### src/rtl/pc_sequencer_if.sv
// rtl/pc_sequencer_if.sv - branch lookup table bus between sequencer and LUT
//
// Purpose: bundles the branch LUT request/response signals.
//   lut_en   master->slave  lookup enable
//   lut_key  master->slave  branch label key (0 while lut_en is low)
//   lut_pos  slave->master  absolute target, combinational from lut_en/lut_key;
//                           0 means the key is unmapped
interface pc_sequencer_if #(
  parameter int PC_W  = 12,
  parameter int KEY_W = 5
);
  logic             lut_en;
  logic [KEY_W-1:0] lut_key;
  logic [PC_W-1:0]  lut_pos;

  modport master (output lut_en, output lut_key, input lut_pos);
  modport slave  (input lut_en, input lut_key, output lut_pos);
endinterface

### src/rtl/pc_sequencer.sv
// rtl/pc_sequencer.sv - program counter sequencer with LUT branch redirect
//
// Purpose: sequences instruction fetch for the single-cycle core, resolves
// taken branches through the branch LUT, inserts a one-cycle redirect bubble
// on each taken branch and tracks done/error/cycle-count status.
// Ports:
//   clk, rst_n       clock, asynchronous active-low reset
//   start            pulse, (re)starts execution at START_PC from IDLE/DONE
//   stall            holds pc in RUN (branch/halt ignored while stalled)
//   br_req, br_key   taken branch and its label key
//   halt             halt/done instruction
//   lut              branch LUT bus (master side)
//   pc, fetch_valid  fetch address and its validity
//   flush            squash the instruction in decode (redirect cycle)
//   done             program finished
//   err              sticky: bit0 unmapped key, bit1 pc overflow
//   cycle_count      saturating count of RUN + REDIRECT cycles
module pc_sequencer #(
  parameter int PC_W     = 12,
  parameter int KEY_W    = 5,
  parameter int START_PC = 0,
  parameter int MAX_PC   = 4095,
  parameter int CNT_W    = 16
) (
  input  logic              clk,
  input  logic              rst_n,
  input  logic              start,
  input  logic              stall,
  input  logic              br_req,
  input  logic [KEY_W-1:0]  br_key,
  input  logic              halt,
  pc_sequencer_if.master    lut,
  output logic [PC_W-1:0]   pc,
  output logic              fetch_valid,
  output logic              flush,
  output logic              done,
  output logic [1:0]        err,
  output logic [CNT_W-1:0]  cycle_count
);

  typedef enum logic [1:0] {S_IDLE, S_RUN, S_REDIRECT, S_DONE} state_e;

  localparam logic [PC_W-1:0] START_ADDR = PC_W'(START_PC);
  localparam logic [PC_W-1:0] LAST_ADDR  = PC_W'(MAX_PC);

  state_e           state_q, state_d;
  logic [PC_W-1:0]  pc_q, pc_d;
  logic [1:0]       err_q, err_d;
  logic [CNT_W-1:0] cnt_q, cnt_d;
  logic [CNT_W-1:0] cnt_inc;
  logic             br_take;

  // State register
  always_ff @(posedge clk or negedge rst_n) begin
    if (!rst_n) begin
      state_q <= S_IDLE;
      pc_q    <= START_ADDR;
      err_q   <= 2'b00;
      cnt_q   <= '0;
    end else begin
      state_q <= state_d;
      pc_q    <= pc_d;
      err_q   <= err_d;
      cnt_q   <= cnt_d;
    end
  end

  // Saturating cycle counter increment
  assign cnt_inc = (&cnt_q) ? cnt_q : cnt_q + CNT_W'(1);

  // Next-state logic
  always_comb begin
    state_d = state_q;
    pc_d    = pc_q;
    err_d   = err_q;
    cnt_d   = cnt_q;
    case (state_q)
      S_IDLE, S_DONE: begin
        if (start) begin
          state_d = S_RUN;
          pc_d    = START_ADDR;
          err_d   = 2'b00;
          cnt_d   = '0;
        end
      end
      S_RUN: begin
        cnt_d = cnt_inc;
        if (!stall) begin
          if (halt) begin
            state_d = S_DONE;
          end else if (br_req) begin
            // A zero target is the LUT's "no such label" answer.
            if (lut.lut_pos != '0) begin
              pc_d    = lut.lut_pos;
              state_d = S_REDIRECT;
            end else begin
              err_d[0] = 1'b1;
              state_d  = S_DONE;
            end
          end else if (pc_q == LAST_ADDR) begin
            err_d[1] = 1'b1;
            state_d  = S_DONE;
          end else begin
            pc_d = pc_q + PC_W'(1);
          end
        end
      end
      S_REDIRECT: begin
        cnt_d   = cnt_inc;
        state_d = S_RUN;
      end
      default: state_d = S_IDLE;
    endcase
  end

  // Output logic
  always_comb begin
    fetch_valid = (state_q == S_RUN);
    flush       = (state_q == S_REDIRECT);
    done        = (state_q == S_DONE);
    // The LUT is only consulted when the branch will actually be acted on.
    br_take     = (state_q == S_RUN) && !stall && !halt && br_req;
    lut.lut_en  = br_take;
    lut.lut_key = br_take ? br_key : '0;
  end

  assign pc          = pc_q;
  assign err         = err_q;
  assign cycle_count = cnt_q;

endmodule

### src/flat_wrapper.sv
// flat-port wrapper written by rule: the top's interface ports become plain ports
module pc_sequencer_flat 
#(
  parameter int PC_W     = 12,
  parameter int KEY_W    = 5,
  parameter int START_PC = 0,
  parameter int MAX_PC   = 4095,
  parameter int CNT_W    = 16
)
  (clk, rst_n, start, stall, br_req, br_key, halt, pc, fetch_valid, flush, done, err, cycle_count, lut_lut_en, lut_lut_key, lut_lut_pos);
  pc_sequencer_if #(.PC_W(PC_W), .KEY_W(KEY_W)) lut_i ();
  input  logic clk;
  input  logic rst_n;
  input  logic start;
  input  logic stall;
  input  logic br_req;
  input  logic [KEY_W-1:0] br_key;
  input  logic halt;
  output logic [PC_W-1:0] pc;
  output logic fetch_valid;
  output logic flush;
  output logic done;
  output logic [1:0] err;
  output logic [CNT_W-1:0] cycle_count;
  output wire logic [$bits(lut_i.lut_en)-1:0] lut_lut_en;
  output wire logic [$bits(lut_i.lut_key)-1:0] lut_lut_key;
  input wire logic [$bits(lut_i.lut_pos)-1:0] lut_lut_pos;
  assign lut_lut_en = lut_i.lut_en;
  assign lut_lut_key = lut_i.lut_key;
  assign lut_i.lut_pos = lut_lut_pos;
  pc_sequencer #(.PC_W(PC_W), .KEY_W(KEY_W), .START_PC(START_PC), .MAX_PC(MAX_PC), .CNT_W(CNT_W)) u_core (.clk(clk), .rst_n(rst_n), .start(start), .stall(stall), .br_req(br_req), .br_key(br_key), .halt(halt), .lut(lut_i), .pc(pc), .fetch_valid(fetch_valid), .flush(flush), .done(done), .err(err), .cycle_count(cycle_count));
endmodule
### config.mk
export PLATFORM = sky130hd
export DESIGN_NAME = pc_sequencer_flat
export DESIGN_NICKNAME = d
export VERILOG_FILES = /design/src/rtl/pc_sequencer_if.sv /design/src/rtl/pc_sequencer.sv /design/src/flat_wrapper.sv
export SDC_FILE = /design/constraint.sdc
export NUM_CORES = 1
export LEC_CHECK = 0
export ABC_CLOCK_PERIOD_IN_PS = 3800
export BUFFER_PORTS_ARGS = -buffer_cell sky130_fd_sc_hd__buf_2
export CORE_MARGIN = 2
export CORE_UTILIZATION = 55
export CTS_CLUSTER_SIZE = 16
export DETAILED_ROUTE_END_ITERATION = 8
export PLACE_DENSITY = 0.87
export SLEW_MARGIN = 20
export SYNTH_ARGS = -nofsm -noshare
export SYNTH_HDL_FRONTEND = slang
export SYNTH_SLANG_ARGS = --single-unit
export TNS_END_PERCENT = 10
### constraint.sdc
create_clock -name clk -period 3.8 [get_ports clk]
set_clock_uncertainty 0.1 [all_clocks]
set_input_delay 0.57 -clock clk [delete_from_list [all_inputs] [get_ports clk]]
set_output_delay 0.57 -clock clk [all_outputs]
set_load 0.1 [all_outputs]
; Yosys cells after proc, flatten, opt, wreduce, memory -nomap -nowiden
; Index checks and enable logic that the tools add are counted.
[totals]
regBits = 32
out_inout_bits = 39
wordCells = 64
[op_classes]
n_addsub = 2
eq_ne = 15
muxes = 26
reduce_logical = 16
[op_table]
columns = cell, count
row1 = 12-bit 2-to-1 mux, 6
row2 = 16-bit 2-to-1 mux, 2
row3 = 16-bit case mux with 2 select lines, 1
row4 = 12-bit case mux with 2 select lines, 1
row5 = 6-bit AND reduction, 3
row6 = 16-bit by 1-bit adder with 16-bit output (second input constant), 1
row7 = 2-bit 2-to-1 mux, 8
row8 = 16-bit AND reduction, 1
row9 = 2-bit inequality test (second input constant), 7
row10 = 12-bit by 1-bit adder with 12-bit output (second input constant), 1
row11 = 12-bit equality test (second input constant), 1
row12 = 12-bit nonzero test, 1
row13 = 2-bit case mux with 3 select lines, 1
row14 = 1-bit 2-to-1 mux, 5
row15 = 5-bit 2-to-1 mux, 1
row16 = 2-bit equality test (second input constant), 2
row17 = 4-bit by 3-bit inequality test with 1-bit output (second input constant), 1
row18 = 2-bit case mux with 2 select lines, 1
row19 = 2-bit OR reduction, 2
row20 = 1-bit logical AND, 3
row21 = 3-bit by 2-bit inequality test with 1-bit output (second input constant), 1
row22 = 3-bit inequality test (second input constant), 1
row23 = 3-bit AND reduction, 1
row24 = 2-bit by 1-bit equality test with 1-bit output (second input constant), 1
row25 = 5 further kinds, 6

; Logic depth before layout (Yosys ltp)
; Gate-level depths: netlist of run 1.
[logic_depth]
ltp_word = 6
depth_mapped = 9

; Worst setup path after synthesis of run 1
; Ideal clock, no wire load.
[synth_timing]
kind = reg-to-output
startpoint = reg u_core.state_q[1]
endpoint = out lut_lut_key[0]
t_arrival_ps = 4855
stages_incl_launch_ff = 7
slack_ps = -1725
path_cell_list = dfrtp_1 -> inv_1 -> ha_1 -> buf_2 -> nand2_1 -> nor3_1 -> and2_1
[synth_via]
elab_chain_cells = 5
[synth_lines]
columns = item, line
row1 = from (decl), pc_sequencer.sv:46  ; state_e state_q, state_d;
row2 = from (signal assigned), pc_sequencer.sv:61  ; state_q <= state_d;
row3 = 2-bit by 1-bit equality test with 1-bit output, --
row4 = net fetch_valid, flat_wrapper.sv:20  ; output logic fetch_valid;
row5 = 1-bit logical AND (3 in series), pc_sequencer.sv:122  ; br_take = (state_q == S_RUN) && !stall && !halt && br_req;
row6 = net lut_lut_en, flat_wrapper.sv:25  ; output wire logic [$bits(lut_i.lut_en)-1:0] lut_lut_en;
row7 = 5-bit 2-to-1 mux, pc_sequencer.sv:124  ; lut.lut_key = br_take ? br_key : '0;
row8 = to (decl), flat_wrapper.sv:26  ; output wire logic [$bits(lut_i.lut_key)-1:0] lut_lut_key;
; The timed path passes the listed nets, and every way through them passes these cells.

; Final worst setup path of run 1
[layout_timing]
startpoint = reg u_core.state_q[1]
endpoint = out lut_lut_key[4]
[layout_via]
elab_chain_cells = 5
[layout_lines]
columns = item, line
row1 = 2-bit by 1-bit equality test with 1-bit output, pc_sequencer.sv:122
row2 = 1-bit logical AND (3 in series), pc_sequencer.sv:122
row3 = 5-bit 2-to-1 mux, pc_sequencer.sv:124
; Every way passes these cells.

==> impl_results.md, run 1 <==
- Worst vdd ir: 0.566 mV
- DR pass1 iterations: 5
- Via Count: 2060
- CP Capture Type: output pin
- Post-synthesis cell type count: 49
- CP Capture Point: lut_lut_key[4]
- DRC: 0
- Post-place instance area: 2380 um^2
- First-pass GRT wire length: 8340 um
- Main synth FF type: dfrtp_1
- Worst-path maximum fanout: 15
- Worst Hold Class: in2async
- Overall die width: 64.8 um
- Num CTS Buffers: 5
- Final worst-path cycle share: 0.719
- Pint: 0.866 mW
- Mapped cell area: 2030 um^2
- DP HPWL: 3720 um
- Synth Register Bits: 32
- Worst-Margin Slew: 0.689 ns
- Max-slew violations: 0
- Static Leak: 1.15 nW
- Number of global-route vias before repair: 1821
- Worst slew margin: 0.540
- R2R cell count: 7
- Logic pwr share: 0.647
- Fin util: 0.682
- Post-synthesis async set-or-reset flop share: 1.00
- FF-to-FF setup slack: 1.23 ns
- Syn nets: 257
- Worst-Skew Late Latency: 0.29 ns
- # diodes: 0
- Total track usage: 0.259
- Clock buffer depth: 2
- # hold bufs at CTS: 0
- Worst EP arrival: 2.06 ns
- Post-synth EDFFs: 0
- Root Buffer: clkbuf_8
- Reg2reg end: u_core.cycle_count[12]
- FF-to-FF Start: u_core.state_q[0]
- Hold Slack: 0.215 ns
- GPL Wtd Cong: 0.915
- Post-CTS Setup Bufs: 0
- Post-synth top cells: 32 x dfrtp_1, 29 x nand2_1, 13 x nor2_1
- Status: finished, final reports clean
- Switching share of total power: 0.623
- Num ports: 62
- Routed len/inst: 15.2 um
- CTS resizes: 0
- Critical path startpoint category: register
- Largest net degree at the start of global routing: 33
- Flop pwr share: 0.244
- Unrepaired setup endpoints after global routing: no
- Clk network pwr share: 0.109
- DRT Wirelength: 5110 um
- Initial DRC count: 185
- Cell area after layout: 2460 um^2
- CP max-delay cell: dfrtp_1
- NumNets Final: 317
- Vias/cell: 6.11
- Area of the multi-input gates: 1190 um^2
- Area grow syn2layout: 21.1%
- Yosys warning count: 0
- Pwr dens: 933 nW/um^2
- Clk pin slew, worst setup/hold paths: 0.07 ns
- Clk sinks: 32
- Die Y: 64.8 um
- Post-synth top area cell: dfrtp_1
- Hold Vio Cnt, Final: 0
- Setup TNS: 0 ns
- Critical Path RT: 3.13 ns
- Initial Utilization: 0.563
- Final setup fails: 0
- Fillers: 304
- Finished Layout Cells: 337
- Final ANT Viol Nets: 0
- Share of cells above drive strength 1: 0.291
- CP startpoint: u_core.state_q[1]
- CP peak stage delay: 0.41 ns
- Initial antenna violation count: 0
- Cell count after placement: 330
- Input/output buffers: 61
- Max-Cap Viols: 0
- Die footprint: 4200 um^2
- Core Region: 3610 um^2
- Fmax: 0.366 GHz
- Synth Area per Inst: 8.87 um^2
- Synth area leaders: dfrtp_1 39%, nand2_1 5.4%, o31ai_1 3.3%
- H-tree levels: 2
- Global route overflow: 0
- Psw: 1.43 mW
- Register area: 801 um^2
- Most frequent cell after synthesis: dfrtp_1
- Fin crit period: 2.73 ns
- CP cell instances: inv_1 -> ha_2 -> nand2_1 -> nor3_4 -> and2_2 -> buf_2
- Post-synthesis cell count: 229
- Post-synthesis sequential area ratio: 0.394
- CTS tree: done
- Top-area cell type share of the netlist area: 0.394
- CP Class: reg2out
- Cell Rows: 22
-- kinds of logic after synthesis --
group	after synthesis	synth area share
and+or+nand+nor	96	0.253
AOI/OAI and AO/OA	66	0.224
DFF	32	0.394
buffers and inverters	15	0.0302
xor gates and xnor gates	9	0.0388
muxes	6	0.0296
adders and majority gates	5	0.0308
-- registers in the layout (all words and copies together), names as in the netlist --
signal / count
u_core.cycle_count: 16
u_core.state_q: 2
u_core.err: 2
u_core.pc: 12
-- layer usage --
layer	GRT usage	part of all wire
met5	0	0
met2	0.416	0.45
met3	0.0573	0.079
met1	0.348	0.46
met4	0.0851	0.014
-- final cells by class --
| class | instances | area share |
|---|---|---|
| multi-input combinational | 182 | 0.484 |
| sequential | 32 | 0.326 |
| timing repair buffer | 61 | 0.124 |
| clock buffer | 6 | 0.0295 |
| tap | 48 | 0.0244 |
| inverter | 7 | 0.0107 |
| clock inverter | 1 | 0.00203 |
-- stage by stage --
stage,worst slack [ns],total power [mW]
floorplan,0.317,1.80
global placement,1.38,2.02
detailed placement,1.27,2.04
CTS,1.05,2.29
global route,0.954,2.43
finish,1.07,2.30
-- worst min path at each step --
stage          slack [ns]                     end                   start
6_report             0.22   u_core.cycle_count[1]                   rst_n
3_3_place_gp         0.41  u_core.cycle_count[13]  u_core.cycle_count[13]
3_5_place_dp         0.42   u_core.cycle_count[6]   u_core.cycle_count[6]
4_1_cts              0.25   u_core.cycle_count[1]                   rst_n
2_1_floorplan        0.17   u_core.cycle_count[0]                   rst_n
5_1_grt              0.30   u_core.cycle_count[1]                   rst_n
-- worst max-delay path, delay by kind of cell, from the launching register on --
kind	cells	cell delay [ns]
simple gates	3	0.53
buf+inv	2	0.48
flops	1	0.41
fa+ha+maj	1	0.34
-- power by group through the flow --
stage | registers, mW | clock network, mW | logic [mW]
6_report | 0.561 | 0.250 | 1.48
3_5_place_dp | 0.563 | 0 | 1.48
3_3_place_gp | 0.560 | 0 | 1.46
2_1_floorplan | 1.08 | 0 | 0.721
5_1_grt | 0.579 | 0.271 | 1.58
4_1_cts | 0.557 | 0.252 | 1.48
-- cells in the final DEF, fill, tap and decap left out, drive strengths merged, types with 2 or more instances in the layout --
cell type,netlist,final
o311ai,2,2
nand3,12,12
buf,3,61
o22a,4,4
nor2,13,13
a22oi,3,3
nand2,29,29
a41o,3,3
a32o,2,2
ha,5,5
o22ai,2,2
nand4,7,7
inv,7,7
mux2i,6,6
o21ai,17,17
nor3,7,7
o211ai,2,2
xnor2,6,6
dfrtp,32,32
clkbuf,5,6
o41ai,3,3
nor4,5,5
o31ai,9,9
and4,2,2
xor2,3,3
and2,9,9
and3,5,5
nor2b,2,2
a21oi,11,11
a31oi,3,3
(Power assumes the default switching activity.)
==> run 2, diff against run 1 <==
Settings changed: ABC_AREA set to 1, ABC_CLOCK_PERIOD_IN_PS 3800 to 2500, CORE_UTILIZATION 55 to 47, PLACE_DENSITY 0.87 to 0.78.
Clock period 3.8 ns to 2.5 ns, I/O delays scaled along.
==> run 2 against run 1 <==
  * First-iteration DRC count is 30% lower
  * Via count up 15%
  * Final area rose by 12%
  * Utilization down 6.3 points
  * Cell count increased by 37%
  * Global-route usage shrank 3.0 points
  * Sequential share of layout area down 3.4 points
  * Sequential power increased by 42%
  * Worst hold slack got worse by 0.18 ns
  * Setup slack lost 0.91 ns
  * Synthesized cell count up 50%
  * Critical path type unchanged
  * Critical endpoint is now lut_lut_key[0]
==> impl_results.md, run 2 <==
- Post-synth top cells: 117 x nand2_1, 49 x nor2_1, 40 x inv_1
- CP Class: reg2out
- CP max-delay cell: dfrtp_1
- Input/output buffers: 61 (unchanged)
- CP cell instances: inv_2 -> ha_4 -> nand2_4 -> nor3_4 -> inv_4 -> nor2_4 -> buf_2
- Worst-Margin Slew: 0.719 ns (+0.0293 ns)
- Post-synthesis cell count: 343 (+50%)
- Worst slew margin: 0.521 (-0.0195)
- Setup WS pre-CTS: 0.283 ns (-0.987 ns)
- Flop pwr share: 0.226 (-0.018)
- Num CTS Buffers: 5 (unchanged)
- Synth Area per Inst: 6.43 um^2 (-28%)
- Psw: 2.16 mW (+51%)
- Top-area cell type share of the netlist area: 0.363 (-0.0309)
- Max-slew violations: 0 (unchanged)
- Cell count after placement: 455 (+38%)
- Worst Hold Class: in2async
- Finished Layout Cells: 462 (+37%)
- Synth Register Bits: 32 (unchanged)
- R2R cell count: 10 (+3)
- Area grow syn2layout: 24.7%
- Switching share of total power: 0.613 (-0.00959)
- Most frequent cells in the layout: 116 x nand2_1, 61 x buf_2, 44 x nor2_1
- Logic pwr share: 0.648 (about the same)
- NumNets Final: 438 (+38%)
- Clk sinks: 32 (unchanged)
- Max-Cap Viols: 0 (unchanged)
- Synth Area in Compound Gates: 0.102 (-0.121)
- CP Buf/Inv Count: 3 (+1)
- Critical path's top delay family: buffers and inverters
- Status: finished, final reports clean
- Worst-path maximum fanout: 8 (-7)
- Adder-Cell Fraction of Synth Area: 0.0284 (-0.00241)
- CP peak stage delay: 0.42 ns (about the same)
- Clk pin slew, worst setup/hold paths: 0.07 ns (about the same)
- Core Region: 4440 um^2 (+23%)
- Worst vdd ir: 0.758 mV (+34%)
- CTS resizes: 0 (unchanged)
- Share of cells above drive strength 1: 0.222 (-0.0687)
- Total track usage: 0.229 (-0.0300)
- First-pass GRT wire length: 9540 um (+14%)
- CTS tree: done
- Worst EP arrival: 1.87 ns (-0.19 ns)
- Global route overflow: 0 (unchanged)
- Critical path startpoint category: register
- Worst-Skew Late Latency: 0.29 ns (about the same)
- Post-CTS Setup Bufs: 0 (unchanged)
- Cell Rows: 24 (+9.1%)
- Final ANT Viol Nets: 0 (unchanged)
- DR pass1 iterations: 4 (-1)
- H-tree levels: 2 (unchanged)
- Post-synthesis simple-gate area fraction: 0.406 (+0.153)
- Final worst-path cycle share: 0.936
- Yosys warning count: 0 (unchanged)
- Main synth FF type: dfrtp_1
- GPL Wtd Cong: 0.864 (-5.5%)
- Most frequent cell after synthesis: nand2_1
- Root Buffer: clkbuf_8
- Commonest non-fill, non-tap cell in the layout: nand2_1
- CP Capture Type: output pin
- Pint: 1.36 mW (+57%)
- Post-synthesis async set-or-reset flop share: 1.00 (unchanged)
- Vias/cell: 5.11 (-16%)
- Area share of xor/xnor cells in the synthesized design: 0.0119 (-0.0269)
- Final setup fails: 0 (unchanged)
- Initial antenna violation count: 0 (unchanged)
- Hold Vio Cnt, Final: 0 (unchanged)
- Fmax: 0.427 GHz
- Routed len/inst: 12.2 um (-20%)
- Mapped cell area: 2200 um^2 (+8.5%)
- Die footprint: 5250 um^2 (+25%)
- Pwr dens: 1280 nW/um^2 (+37%)
- Overall die width: 72.5 um (+12%)
- Via Count: 2360 (+15%)
- Critical Path RT: 2.03 ns (-1.10 ns)
- Static Leak: 1.44 nW (+26%)
- Clk network pwr share: 0.125 (+0.016)
- Number of flip-flops in the largest register: 16 (unchanged)
- Num ports: 62 (unchanged)
- Syn nets: 371 (+44%)
- Multiplexer area fraction after synthesis: 0 (-0.0296)
- Fillers: 432 (+42%)
- DRC: 0 (unchanged)
- Synth area leaders: dfrtp_1 36%, nand2_1 20%, nor2_1 8.3%
- # hold bufs at CTS: 0 (unchanged)
- Number of global-route vias before repair: 2239 (+23%)
- DRT Wirelength: 5630 um (+10%)
- DP HPWL: 4310 um (+16%)
- Die Y: 72.5 um (+12%)
- # diodes: 0 (unchanged)
- Worst path depth: 7 (+1)
- Post-synthesis cell type count: 27 (-45%)
- Initial DRC count: 129 (-30%)
- Post-synth EDFFs: 0 (unchanged)
- Initial Utilization: 0.496 (-0.0674)
- Setup ws final: 0.160 ns (-0.910 ns)
- Post-synth top area cell: dfrtp_1
- Main combinational cell family by area after synthesis: simple AND/OR/NAND/NOR gates
- Fin crit period: 2.34 ns
- Post-synthesis sequential area ratio: 0.363 (-0.0309)
- Largest net degree at the start of global routing: 33 (unchanged)
- Clock buffer depth: 2 (unchanged)
[run 2: through the flow]
stage	setup TNS (ns)	instance area, um^2	total power [mW]	hold slack [ns]	util
after floorplan	-2.33	2280	2.69	-0.0206	-
after global placement	0	2650	3.05	0.367	0.596
after detailed placement	0	2650	3.08	0.376	0.596
after CTS	0	2750	3.53	0.0639	0.618
after global routing	-0.00287	2750	3.77	0.106	0.619
final	0	2750	3.53	0.0341	0.619
[run 2: routing by layer]
layer | part of all wire | wire length [um] | track usage | vias up
met3 | 0.047 | 265 | 0.0389 | 8
met1 | 0.44 | 2490 | 0.279 | 1055
met5 | 0 | 0 | 0 | -
met2 | 0.49 | 2780 | 0.404 | 65
li1 | - | - | - | 1232
met4 | 0.016 | 90 | 0.0864 | 0
[run 2: final cells by class]
| class | count | area [um^2] | share of cell area |
|---|---|---|---|
| flip-flops and latches | 32 | 801 | 0.291 |
| well taps | 52 | 65.1 | 0.0237 |
| multi-input cells | 263 | 1280 | 0.465 |
| clock buffers | 7 | 96.3 | 0.0350 |
| repair buffers | 66 | 343 | 0.125 |
| inverters | 42 | 166 | 0.0605 |
[run 2: worst register-to-register path: cells and delay by family, from the launching register on]
family	cells	cell delay [ns]
simple gates	5	0.73
buf+inv	3	0.42
flops	1	0.42
fa+ha+maj	1	0.36
compound gates	1	0.14
[run 2: cells by family (layout without fill, tap and decap cells)]
kind of cell | Yosys count | after routing
adders and majority gates | 5 | 5
AOI/OAI and AO/OA | 41 | 41
xor gates and xnor gates | 3 | 3
buffers and inverters | 48 | 115
and+or+nand+nor | 214 | 214
DFF | 32 | 32
[run 2: power by group through the flow]
stage	Combinational (mW)	Clock [mW]	Sequential, mW
final	2.29	0.442	0.798
after global routing	2.49	0.471	0.815
after CTS	2.29	0.450	0.797
after detailed placement	2.27	0	0.807
after global placement	2.25	0	0.799
after floorplan	1.13	0	1.56
[run 2: worst paths after layout]
| path | startpoint | to | slack [ns] |
|---|---|---|---|
| setup / recovery | u_core.state_q[1] | lut_lut_key[0] | 0.16 |
| hold / removal | rst_n | u_core.pc[3] | 0.03 |
| setup reg to reg | u_core.state_q[0] | u_core.pc[5] | 0.23 |
| hold reg to reg | u_core.err[1] | u_core.err[1] | 0.40 |
| max in group asynchronous | rst_n | u_core.cycle_count[2] | 1.80 |
| min in group clk | lut_lut_pos[8] | u_core.pc[8] | 0.31 |
==> run 3, diff against run 2 <==
Settings changed: BUFFER_PORTS_ARGS -buffer_cell sky130_fd_sc_hd__buf_2 to -buffer_cell sky130_fd_sc_hd__buf_4.
==> run 3 against run 2 <==
  * Global-route usage rose by 0.93 points
  * Via count rose by 4.0%
  * Final area rose by 5.8%
  * Maximum frequency rose by 4.2%
  * Sequential share of layout area fell by 1.6 points
  * First-iteration DRC count rose by 24%
  * Sequential power rose by 0.8%
  * Critical path depth did not move
  * Die area did not move
  * Cell count rose by 0.22%
  * Worst hold slack improved by 0.26 ns
==> impl_results.md, run 3 (synthesis gave the netlist of run 2 again) <==
- Worst-path maximum fanout: 8 (unchanged)
- Total track usage: 0.238 (+0.00934)
- Final ANT Viol Nets: 0 (unchanged)
- Initial DRC count: 160 (+24%)
- CTS tree: done
- Setup TNS: 0 ns (unchanged)
- DR pass1 iterations: 4 (unchanged)
- Finished Layout Cells: 463 (+0.22%)
- Fin crit period: 2.25 ns (-0.0949 ns)
- Number of global-route vias before repair: 2296 (+2.5%)
- Hold Vio Cnt, Final: 0 (unchanged)
- Status: finished, final reports clean
- Core Region: 4440 um^2 (unchanged)
- Critical Path RT: 2.03 ns (about the same)
- Via Count: 2454 (+4.0%)
- Clk sinks: 32 (unchanged)
- Worst-Margin Slew: 0.434 ns (-0.284 ns)
- Initial antenna violation count: 0 (unchanged)
- Clk pin slew, worst setup/hold paths: 0.07 ns (about the same)
- Largest net degree at the start of global routing: 33 (unchanged)
- NumNets Final: 439 (+0.23%)
- Num CTS Buffers: 5 (unchanged)
- Overall Power: 3.64 mW (+3.2%)
- Worst-Skew Late Latency: 0.29 ns (about the same)
- Area grow syn2layout: 32.0%
- Global route overflow: 0 (unchanged)
- Cell Rows: 24 (unchanged)
- Input/output buffers: 61 (unchanged)
- Clock buffer depth: 2 (unchanged)
- DP HPWL: 4530 um (+5.1%)
- Worst Hold Class: in2reg
- DRT Wirelength: 5980 um (+6.3%)
- Worst EP arrival: 1.77 ns (-0.10 ns)
- Initial Utilization: 0.496 (unchanged)
- Most frequent cells in the layout: 116 x nand2_1, 66 x buf_4, 44 x nor2_1
- Final setup fails: 0 (unchanged)
- Static Leak: 1.48 nW (+2.3%)
- Critical path's top delay family: buffers and inverters
- Commonest non-fill, non-tap cell in the layout: nand2_1
- Pwr dens: 1250 nW/um^2 (-2.4%)
- CP Capture Type: output pin
- Setup ws final: 0.254 ns (+0.0949 ns)
- Critical path startpoint category: register
- Final worst-path cycle share: 0.898 (-0.0380)
- Number of flip-flops in the largest register: 16 (unchanged)
- Unrepaired setup endpoints after global routing: no
- Setup WS pre-CTS: 0.291 ns (+0.00768 ns)
- Num ports: 62 (unchanged)
- CP Class: reg2out
- CP Buf/Inv Count: 3 (unchanged)
- H-tree levels: 2 (unchanged)
- # diodes: 0 (unchanged)
- CP max-delay cell: dfrtp_1
- Cell count after placement: 455 (unchanged)
- Max-slew violations: 0 (unchanged)
- Hold Slack: 0.299 ns (+0.264 ns)
- GPL Wtd Cong: 0.865 (+0.10%)
- Vias/cell: 5.30 (+3.8%)
- DRC: 0 (unchanged)
- CP peak stage delay: 0.42 ns (about the same)
- Worst slew margin: 0.709 (+0.188)
- Die footprint: 5250 um^2 (unchanged)
- Overall die width: 72.5 um (unchanged)
- First-pass GRT wire length: 9960 um (+4.5%)
- Routed len/inst: 12.9 um (+6.0%)
- CP cell instances: inv_2 -> ha_4 -> nand2_4 -> nor3_4 -> inv_4 -> nor2_4 -> buf_4
- Share of cells above drive strength 1: 0.221 (-0.000540)
- Fmax: 0.445 GHz (+4.2%)
- Worst vdd ir: 0.652 mV (-14%)
- Die Y: 72.5 um (unchanged)
- Root Buffer: clkbuf_8
- Max-Cap Viols: 0 (unchanged)
run 3: cell count changes in the layout (fill, tap and decap cells not counted):
cell,previous run,this run
buf_4,5,66
inv_2,2,3
clkinvlp_4,1,0
buf_2,61,0
dlygate4sd3_1,0,1
run 3: path summary, 6_finish.rpt:
check,start,slack (ns),end,depth (start not counted)
max,u_core.state_q[1],0.25,lut_lut_key[0],7
max reg2reg,u_core.state_q[0],0.32,u_core.pc[11],11
min in group asynchronous,rst_n,0.47,u_core.pc[3],2
min,lut_lut_pos[10],0.30,u_core.pc[10],5
min reg2reg,u_core.err[0],0.39,u_core.err[0],2
max in group asynchronous,rst_n,1.53,u_core.cycle_count[8],2
run 3: layer usage:
| layer | up-vias | routed length, um | GRT usage |
|---|---|---|---|
| li1 | 1232 | - | - |
| met1 | 1127 | 2520 | 0.296 |
| met2 | 85 | 3050 | 0.413 |
| met3 | 10 | 300 | 0.0347 |
| met4 | 0 | 116 | 0.101 |
| met5 | - | 0 | 0 |
run 3: where the power goes:
part           internal (mW)  switching, mW  total (mW)
registers              0.653          0.152       0.804
clock network          0.245          0.197       0.442
logic                  0.558           1.84        2.39
total                   1.46           2.18        3.64
run 3: worst reg2reg max path: cells and delay by family, from the launching register on:
kind	cells	cell delay, ns
and+or+nand+nor	6	0.79
DFF	1	0.42
buffers and inverters	4	0.45
adders and majority gates	1	0.36
run 3: per-stage QoR:
stage	cell area (um^2)	utilization
after floorplan	2280	-
after global placement	2800	0.631
after detailed placement	2800	0.631
after CTS	2910	0.655
after global routing	2910	0.655
final	2910	0.655
run 3: layout make-up:
| cell class | instances | area [um^2] |
|---|---|---|
| Fill cell | 432 | 1540 |
| Timing Repair Buffer | 67 | 505 |
| Inverter | 42 | 163 |
| Sequential cell | 32 | 801 |
| Clock buffer | 7 | 96.3 |
| Multi-Input combinational cell | 263 | 1280 |
| Tap cell | 52 | 65.1 |
run 3: what timing repair did:
action                                  CTS  global route
endpoints found under the setup margin    0             1
endpoints found under the hold margin    32             0
hold buffers                              1             0
setup buffers                             0             0
gates resized for setup                   0             1
